### src/rtl/multicycle_alu.sv
// multicycle_alu: handshaked ALU. Single-cycle ops register their result at the
// accept edge. MULT/DIV iterate one bit per clock (shift-add / restoring) on
// operand magnitudes and apply the sign on the last iteration.
module multicycle_alu #(
  parameter int WIDTH = 32
) (
  input  logic             clk,
  input  logic             reset_n,
  input  logic             in_valid,
  output logic             in_ready,
  input  logic [3:0]       op,
  input  logic [WIDTH-1:0] a,
  input  logic [WIDTH-1:0] b,
  output logic             out_valid,
  input  logic             out_ready,
  output logic [WIDTH-1:0] result_lo,
  output logic [WIDTH-1:0] result_hi,
  output logic             zero,
  output logic             negative,
  output logic             overflow,
  output logic             div_zero
);

  localparam int SHW = $clog2(WIDTH);
  localparam int CW  = $clog2(WIDTH + 1);
  localparam logic [CW-1:0] CNT_INIT = CW'(WIDTH);
  localparam logic [CW-1:0] CNT_ONE  = CW'(1);
  localparam int MSB = WIDTH - 1;

  typedef enum logic [1:0] {IDLE = 2'd0, BUSY = 2'd1, DONE = 2'd2} state_t;

  state_t             state;
  state_t             next_state;
  logic [CW-1:0]      cnt;
  logic [2*WIDTH-1:0] acc;       // {remainder|partial product, quotient|multiplier}
  logic [WIDTH-1:0]   opnd;      // divisor / multiplicand magnitude
  logic [WIDTH-1:0]   a_hold;    // original a, returned as remainder on divide-by-zero
  logic               is_div;
  logic               q_neg;     // product / quotient needs negation
  logic               r_neg;     // remainder needs negation
  logic               b_zero;

  logic               accept;
  logic               op_multi;
  logic               op_signed;
  logic               op_div;
  logic               a_neg;
  logic               b_neg;
  logic [WIDTH-1:0]   a_mag;
  logic [WIDTH-1:0]   b_mag;

  logic [WIDTH-1:0]   sum;
  logic [WIDTH-1:0]   diff;
  logic [SHW-1:0]     sh;
  logic [WIDTH-1:0]   sc_lo;
  logic               sc_ov;

  logic [WIDTH:0]     mul_sum;
  logic [WIDTH:0]     rem_sh;
  logic               rem_ge;
  logic [WIDTH-1:0]   rem_new;
  logic [2*WIDTH-1:0] acc_next;
  logic [2*WIDTH-1:0] prod;
  logic [WIDTH-1:0]   fin_lo;
  logic [WIDTH-1:0]   fin_hi;

  assign accept    = in_valid & in_ready;
  assign op_multi  = (op >= 4'd11) && (op <= 4'd14);
  assign op_signed = (op == 4'd11) || (op == 4'd13);
  assign op_div    = (op == 4'd13) || (op == 4'd14);
  assign a_neg     = op_signed & a[MSB];
  assign b_neg     = op_signed & b[MSB];
  assign a_mag     = a_neg ? ({WIDTH{1'b0}} - a) : a;
  assign b_mag     = b_neg ? ({WIDTH{1'b0}} - b) : b;
  assign sum       = a + b;
  assign diff      = a - b;
  assign sh        = b[SHW-1:0];

  // Single-cycle result and signed-overflow flag
  always_comb begin
    sc_lo = {WIDTH{1'b0}};
    sc_ov = 1'b0;
    case (op)
      4'd0: begin
        sc_lo = sum;
        sc_ov = (a[MSB] == b[MSB]) && (sum[MSB] != a[MSB]);
      end
      4'd1: begin
        sc_lo = diff;
        sc_ov = (a[MSB] != b[MSB]) && (diff[MSB] != a[MSB]);
      end
      4'd2:    sc_lo = a & b;
      4'd3:    sc_lo = a | b;
      4'd4:    sc_lo = a ^ b;
      4'd5:    sc_lo = ~(a | b);
      4'd6:    sc_lo = a << sh;
      4'd7:    sc_lo = a >> sh;
      4'd8:    sc_lo = $signed(a) >>> sh;
      4'd9:    sc_lo = {{(WIDTH-1){1'b0}}, ($signed(a) < $signed(b))};
      4'd10:   sc_lo = {{(WIDTH-1){1'b0}}, (a < b)};
      default: sc_lo = {WIDTH{1'b0}};
    endcase
  end

  // One shift-add or restoring-divide step on the magnitudes
  always_comb begin
    mul_sum  = {1'b0, acc[2*WIDTH-1:WIDTH]} + (acc[0] ? {1'b0, opnd} : {(WIDTH+1){1'b0}});
    rem_sh   = {acc[2*WIDTH-1:WIDTH], acc[MSB]};
    rem_ge   = rem_sh >= {1'b0, opnd};
    rem_new  = rem_ge ? WIDTH'(rem_sh - {1'b0, opnd}) : rem_sh[WIDTH-1:0];
    if (is_div) begin
      acc_next = {rem_new, acc[WIDTH-2:0], rem_ge};
    end else begin
      acc_next = {mul_sum, acc[WIDTH-1:1]};
    end
  end

  // Sign fix-up and divide-by-zero override applied on the last iteration
  always_comb begin
    prod = q_neg ? ({(2*WIDTH){1'b0}} - acc_next) : acc_next;
    if (is_div) begin
      if (b_zero) begin
        fin_lo = {WIDTH{1'b1}};
        fin_hi = a_hold;
      end else begin
        fin_lo = q_neg ? ({WIDTH{1'b0}} - acc_next[WIDTH-1:0]) : acc_next[WIDTH-1:0];
        fin_hi = r_neg ? ({WIDTH{1'b0}} - acc_next[2*WIDTH-1:WIDTH]) : acc_next[2*WIDTH-1:WIDTH];
      end
    end else begin
      fin_lo = prod[WIDTH-1:0];
      fin_hi = prod[2*WIDTH-1:WIDTH];
    end
  end

  // FSM state register
  always_ff @(posedge clk or negedge reset_n) begin
    if (!reset_n) state <= IDLE;
    else          state <= next_state;
  end

  // FSM next-state logic
  always_comb begin
    next_state = state;
    case (state)
      IDLE: begin
        if (accept) next_state = op_multi ? BUSY : DONE;
        else        next_state = IDLE;
      end
      BUSY: begin
        if (cnt == CNT_ONE) next_state = DONE;
        else                next_state = BUSY;
      end
      DONE: begin
        if (accept)         next_state = op_multi ? BUSY : DONE;
        else if (out_ready) next_state = IDLE;
        else                next_state = DONE;
      end
      default: next_state = IDLE;
    endcase
  end

  // FSM handshake outputs
  always_comb begin
    in_ready  = (state == IDLE) || ((state == DONE) && out_ready);
    out_valid = (state == DONE);
  end

  // Datapath: operand capture, iteration and result/flag registers
  always_ff @(posedge clk or negedge reset_n) begin
    if (!reset_n) begin
      cnt       <= {CW{1'b0}};
      acc       <= {(2*WIDTH){1'b0}};
      opnd      <= {WIDTH{1'b0}};
      a_hold    <= {WIDTH{1'b0}};
      is_div    <= 1'b0;
      q_neg     <= 1'b0;
      r_neg     <= 1'b0;
      b_zero    <= 1'b0;
      result_lo <= {WIDTH{1'b0}};
      result_hi <= {WIDTH{1'b0}};
      zero      <= 1'b0;
      negative  <= 1'b0;
      overflow  <= 1'b0;
      div_zero  <= 1'b0;
    end else if (accept) begin
      if (op_multi) begin
        cnt    <= CNT_INIT;
        acc    <= {{WIDTH{1'b0}}, a_mag};
        opnd   <= b_mag;
        a_hold <= a;
        is_div <= op_div;
        q_neg  <= a_neg ^ b_neg;
        r_neg  <= a_neg;
        b_zero <= (b == {WIDTH{1'b0}});
      end else begin
        result_lo <= sc_lo;
        result_hi <= {WIDTH{1'b0}};
        zero      <= (sc_lo == {WIDTH{1'b0}});
        negative  <= sc_lo[MSB];
        overflow  <= sc_ov;
        div_zero  <= 1'b0;
      end
    end else if (state == BUSY) begin
      acc <= acc_next;
      cnt <= cnt - CNT_ONE;
      if (cnt == CNT_ONE) begin
        result_lo <= fin_lo;
        result_hi <= fin_hi;
        zero      <= (fin_lo == {WIDTH{1'b0}});
        negative  <= fin_lo[MSB];
        overflow  <= 1'b0;
        div_zero  <= is_div & b_zero;
      end else begin
        result_lo <= result_lo;
      end
    end else begin
      cnt <= cnt;
    end
  end

endmodule
### config.mk
export PLATFORM = sky130hd
export DESIGN_NAME = multicycle_alu
export DESIGN_NICKNAME = d
export VERILOG_FILES = /design/src/rtl/multicycle_alu.sv
export SDC_FILE = /design/constraint.sdc
export NUM_CORES = 1
export LEC_CHECK = 0
export CORE_UTILIZATION = 45
export DETAILED_ROUTE_END_ITERATION = 8
export PLACE_DENSITY = 0.6
export SLEW_MARGIN = 0
export SYNTH_ARGS = -nofsm -noshare
export SYNTH_HDL_FRONTEND = slang
export SYNTH_SLANG_ARGS = --single-unit
### constraint.sdc
create_clock -name clk -period 6.4 [get_ports clk]
set_input_delay 0.96 -clock clk [delete_from_list [all_inputs] [get_ports clk]]
set_output_delay 0.96 -clock clk [all_outputs]
set_load 0.02 [all_outputs]
=== After elaboration in Yosys (flattened, before gate mapping) ===
Index checks and enable logic that the tools add are counted.
W data, S select, Z words.

* Register bits: 208
* Bits of input ports: 72
* Output and inout port bits: 70
* Word-level logic and storage cells: 131

* Add/sub/neg operators: 10
* $lt $le $gt $ge: 5
* Equal/unequal tests: 22
* Shifts and indexed selects: 3
* Multiplexer cells: 50
* Bitwise operators: 9
* Reduce and logical (&&, ||, !) cells: 17

{| class="wikitable"
|+ Operators with widths
! operator !! count
|-
| $mux W32 || 18
|-
| $pmux W32 S11 || 1
|-
| $mux W64 || 5
|-
| $sub A1 B32 Y32 const A || 4
|-
| $logic_not A32 Y1 || 3
|-
| $lt A32 B32 Y1 || 2
|-
| $sub A1 B64 Y64 const A || 1
|-
| $sub A32 B32 Y32 || 2
|-
| $add A32 B32 Y33 || 1
|-
| $ge A33 B32 Y1 || 1
|-
| $add A32 B32 Y32 || 1
|-
| $and A32 B32 Y32 || 1
|-
| $not A32 Y32 || 1
|-
| $or A32 B32 Y32 || 1
|-
| $shl A32 B5 Y32 || 1
|-
| $shr A32 B5 Y32 || 1
|-
| $sshr A32 B5 Y32 || 1
|-
| $xor A32 B32 Y32 || 1
|-
| $eq A4 B4 Y1 const B || 6
|-
| $mux W6 || 3
|-
| $eq A4 B3 Y1 const B || 4
|-
| $mux W1 || 16
|-
| $mux W2 || 5
|-
| $eq A4 B2 Y1 const B || 2
|-
| 22 further kinds || 34
|}

=== Logic depth before layout (Yosys ltp) ===
* Depth in word-level cells: 11
* Mapped depth: 20
* Gate-level depth less buffers: 17

=== Worst setup path after synthesis ===
Ideal clock, no wire load.

* Kind: input to register
* Start point: in b[3]
* End point: reg zero
* Setup time: 0.124 ns
* Arrival: 5.772 ns
* Required time: 6.276 ns
* Setup slack: 0.504 ns
* Stages on the path: 20
* Buffers on the path: 5
* Path through: clkbuf_1 > clkinv_1 > clkbuf_1 > clkbuf_1 > clkbuf_1 > buf_1 > ha_1 > inv_1 > a21o_1 > a221oi_1 > or4_1 > a31oi_1 > a221oi_1 > o31ai_1 > a221oi_1 > a21oi_1 > and4b_1 > a31oi_1 > nor4_1 > a211o_1

* Longest elaborated chain between the ends: 6
* Elaborated cells on any way between the ends: 15
* Those cells by class: add/sub: 2; order compare: 2; shift: 3; mux: 3; bitwise: 4; reduce/logical: 1

{| class="wikitable"
|+ RTL lines
! element !! line !! RTL
|-
| start, declared || 13 || <nowiki>input logic [WIDTH-1:0] b,</nowiki>
|-
| parallel branches: the longest is 2 deep, another holds $sub A32 B32 Y32 || n/a ||
|-
| $pmux W32 S11 * || 83 || <nowiki>case (op)</nowiki>
|-
| $logic_not A32 Y1 * || 198 || <nowiki>zero <= (sc_lo == {WIDTH{1'b0}});</nowiki>
|-
| $mux W1 * || 186 || <nowiki>if (op_multi) begin</nowiki>
|-
| $mux W1 * || 185 || <nowiki>end else if (accept) begin</nowiki>
|-
| end signal, assigned || 198 ||
|-
| end signal, assigned || 209 || <nowiki>zero <= (fin_lo == {WIDTH{1'b0}});</nowiki>
|-
| end, declared || 18 || <nowiki>output logic zero,</nowiki>
|}

Every way passes the cells marked *. The select of a mux whose other input is x is not followed.
A chain may end at the register's enable or synchronous reset.

=== Final worst setup path ===
* Start point: in op[1]
* End point: reg zero

* Longest elaborated chain between the ends: 5
* Elaborated cells on any way between the ends: 20
* Those cells by class: order compare: 2; eq/ne: 11; mux: 3; reduce/logical: 4

{| class="wikitable"
|+ RTL lines
! element !! line !! RTL
|-
| start, declared || 11 || <nowiki>input logic [3:0] op,</nowiki>
|-
| $eq A4 B4 Y1, or another cell as far along || 83 ||
|-
| $pmux W32 S11 || 83 ||
|-
| $logic_not A32 Y1 || 198 ||
|-
| $mux W1 || 186 ||
|-
| $mux W1 || 185 ||
|}

Parallel ways exist; a longest one is shown, timed or not. The select of a mux whose other input is x is not followed.

==> results.cfg <==
[drt]
routedWlPerCell_um = 33.19
dr.pass1.iters = 9
vias = 31126
drt_iter0_drc = 4301
wirelength_um = 145000
viasPerCell = 7.126
drc = 0
ant_nets = 0

[synthesis]
synth_area_mm2 = 0.02693
synthTopCellsByArea = dfrtp_1, ha_1, o21ai_0
synthCells = 3504
synth_enable_flop_cells = 0
yosysMostFrequentCell = nand2_1
synth_common_cells = nand2_1, o21ai_0, nor2_1
ys_types = 123
async_flop_share = 1.000
synth_top_area_frac = 0.1924
synth_ff_type = dfrtp_1
ys_ff_latch = 207
ys_warn_count = 0
synth_fp_nets = 3746
avgSynthCellArea_um2 = 7.685
yosysSeqAreaShare = 0.1924
yosys.area.top_type = dfrtp_1

[clocking]
clk_pin_slew_ns = 0.06
hold_buffers = 0
cts_buffers = 30
numClockSinks = 207
postCtsSetupRepairBufs = 0
clk_path_buf_depth = 3
cts_tree = built
clk_latency_ns = 0.63
cts_max_level = 1
clock-root-buffer = clkbuf_16
cts_resized = 0

[setup_path]
cp-start-kind = primary input
cp-end-kind = register
worstSetupPathType = in2reg
r2r_slack_ns = 0.34
rr_endpoint = result_hi[30]
rr_worst_depth = 16
cp.arrival_ns = 6.79
rr_startpoint = opnd[1]
path_max_fanout = 16
cp.required_ns = 6.97

[pwr]
irDropWorstVdd_uv = 245.7
power_density_mw_per_mm2 = 413.9
p_leak_nw = 12.61
power.total_mw = 12.62

[grt]
grt_use_met3 = 0.1375
busiest_layer = met2
grt_util_met1 = 0.5288
globalRouteTotalUtil = 0.4694
use_met2 = 0.7423
grt_max_degree = 170
antenna_found_initial = 15
grt_overflow = 0
grt_pass1_vias = 29803
grt_pass1_wl_um = 208000

[floorplanning]
num_rows = 89
io_pins = 142
core_area_mm2 = 0.05902
dieHeight_um = 246.6
start_util = 0.4562
die_w_um = 246.6
dieArea_mm2 = 0.06082

[timing]
finalHoldViolations = 0
worst_pin_slew_ns = 1.541
tns_ns = 0
finClkSkew_ns = 0.04831
relSlewSlack = -0.03632
fmax_mhz = 160.8
slew_violations = 3
fin_crit_ns = 6.219
finalSetupViolCount = 0
fin_ws_ns = 0.1812
timing.final.crit_share = 0.9717
grt_setup_unrepaired = false

[run_status]
violations = capacitance limit, slew limit
status = finished with violations

[run]
maxCapViolCount = 1

[place]
gp_congestion = 1.111
port_buffers = 141
place_ws_ns = 0.4828
dp_hpwl_um = 111100

[cells_and_area]
nets = 3810
utilization = 0.5166
drive_gt1_frac = 0.1131
area_growth_pct = 13.23

[hold_path]
min_path_type = in2async
[sequential cells by signal (all words and copies together), names as in the netlist]
name       flops
a_hold        32
acc           64
b_zero         1
cnt            6
div_zero       1
is_div         1
opnd          32
overflow       1
q_neg          1
r_neg          1
result_hi     32
result_lo     32
state          2
zero           1
[power breakdown]
part / switching [mW] / internal [mW]
clock: 0.738 / 0.999
combinational: 5.49 / 2.98
sequential: 0.661 / 1.75
total: 6.89 / 5.73
[how the worst max path moves through the flow]
stage / start / end / slack, ns / cells after the start
after floorplan: b[3] / zero / 0.50 / 20
after global placement: a[3] / zero / 0.49 / 16
after detailed placement: opnd[1] / result_hi[20] / 0.48 / 17
after CTS: opnd[23] / result_hi[20] / 0.48 / 17
after global routing: opnd[23] / result_hi[20] / 0.14 / 17
final: op[1] / zero / 0.18 / 14
[kinds of logic (layout without fill, tap and decap cells)]
family / count (synthesis) / in the layout / synth area share
multiplexers: 161 / 161 / 0.09591
AND/OR/NAND/NOR: 1172 / 1172 / 0.2090
AO/OA/AOI/OAI: 1190 / 1190 / 0.2983
other: 0 / 5 / 0
flip-flops: 207 / 207 / 0.1924
adder cells (fa/ha/maj): 170 / 170 / 0.08011
XOR/XNOR: 187 / 187 / 0.06082
buffers and inverters: 417 / 503 / 0.06352
[metrics by stage]
stage                     cells  hold slack, ns  instance area [um^2]
after floorplan            3504          0.4413                 26930
after global placement     4308          0.4571                 29470
after detailed placement   4308          0.4670                 29470
after CTS                  4362          0.2585                 30470
after global routing       4364          0.2820                 30480
final                      4368          0.2741                 30490
[cell usage in the layout (no fill, tap or decap), types with 27 or more instances in the layout]
master           count
a22oi_1             37
buf_4              151
o31ai_1             39
nand3_1             73
nor3_1              77
clkbuf_16           30
a221oi_1            31
inv_1              148
xnor2_1            137
clkdlybuf4s50_1    135
mux2i_1             69
o211ai_1            50
a31oi_1             47
and2_1              48
nand2_1            420
ha_1               166
o22ai_1             28
nor2_1             288
o221ai_1            27
nor4_1              28
mux4_2              76
a21o_1              68
xor2_1              50
a211oi_1            46
dfrtp_1            206
o21ai_0            352
a21oi_1            200
nand4_1             32
[worst max-delay path, cell delays in order]
cell,delay (ns)
clkdlybuf4s50_1,0.81
buf_4,0.41
and3_1,0.42
buf_4,0.35
a22oi_1,0.70
o2111ai_1,0.25
a221oi_1,0.95
o21ai_0,0.22
a31oi_1,0.55
nand3_1,0.27
nor4_1,0.22
nand4_1,0.19
nor4_1,0.30
a211o_1,0.14
[final cells by class]
type,instances,area (um^2)
antenna,5,12.51
clock buffer,37,827.0
clock inverter,17,178.9
fill,5756,28530
inverter,152,570.5
multi-input combinational,2880,20110
sequential,207,5184
tap,773,967.2
timing repair buffer,297,2640
[per-layer routing]
| metal | vias to the layer above | wire length (um) |
|---|---|---|
| met4 | 16 | 14010 |
| met1 | 14937 | 49660 |
| met2 | 2328 | 63780 |
| met3 | 693 | 17390 |
| met5 | - | 124 |
| li1 | 13152 | - |
Note: power is estimated with default switching activity, not from simulation.
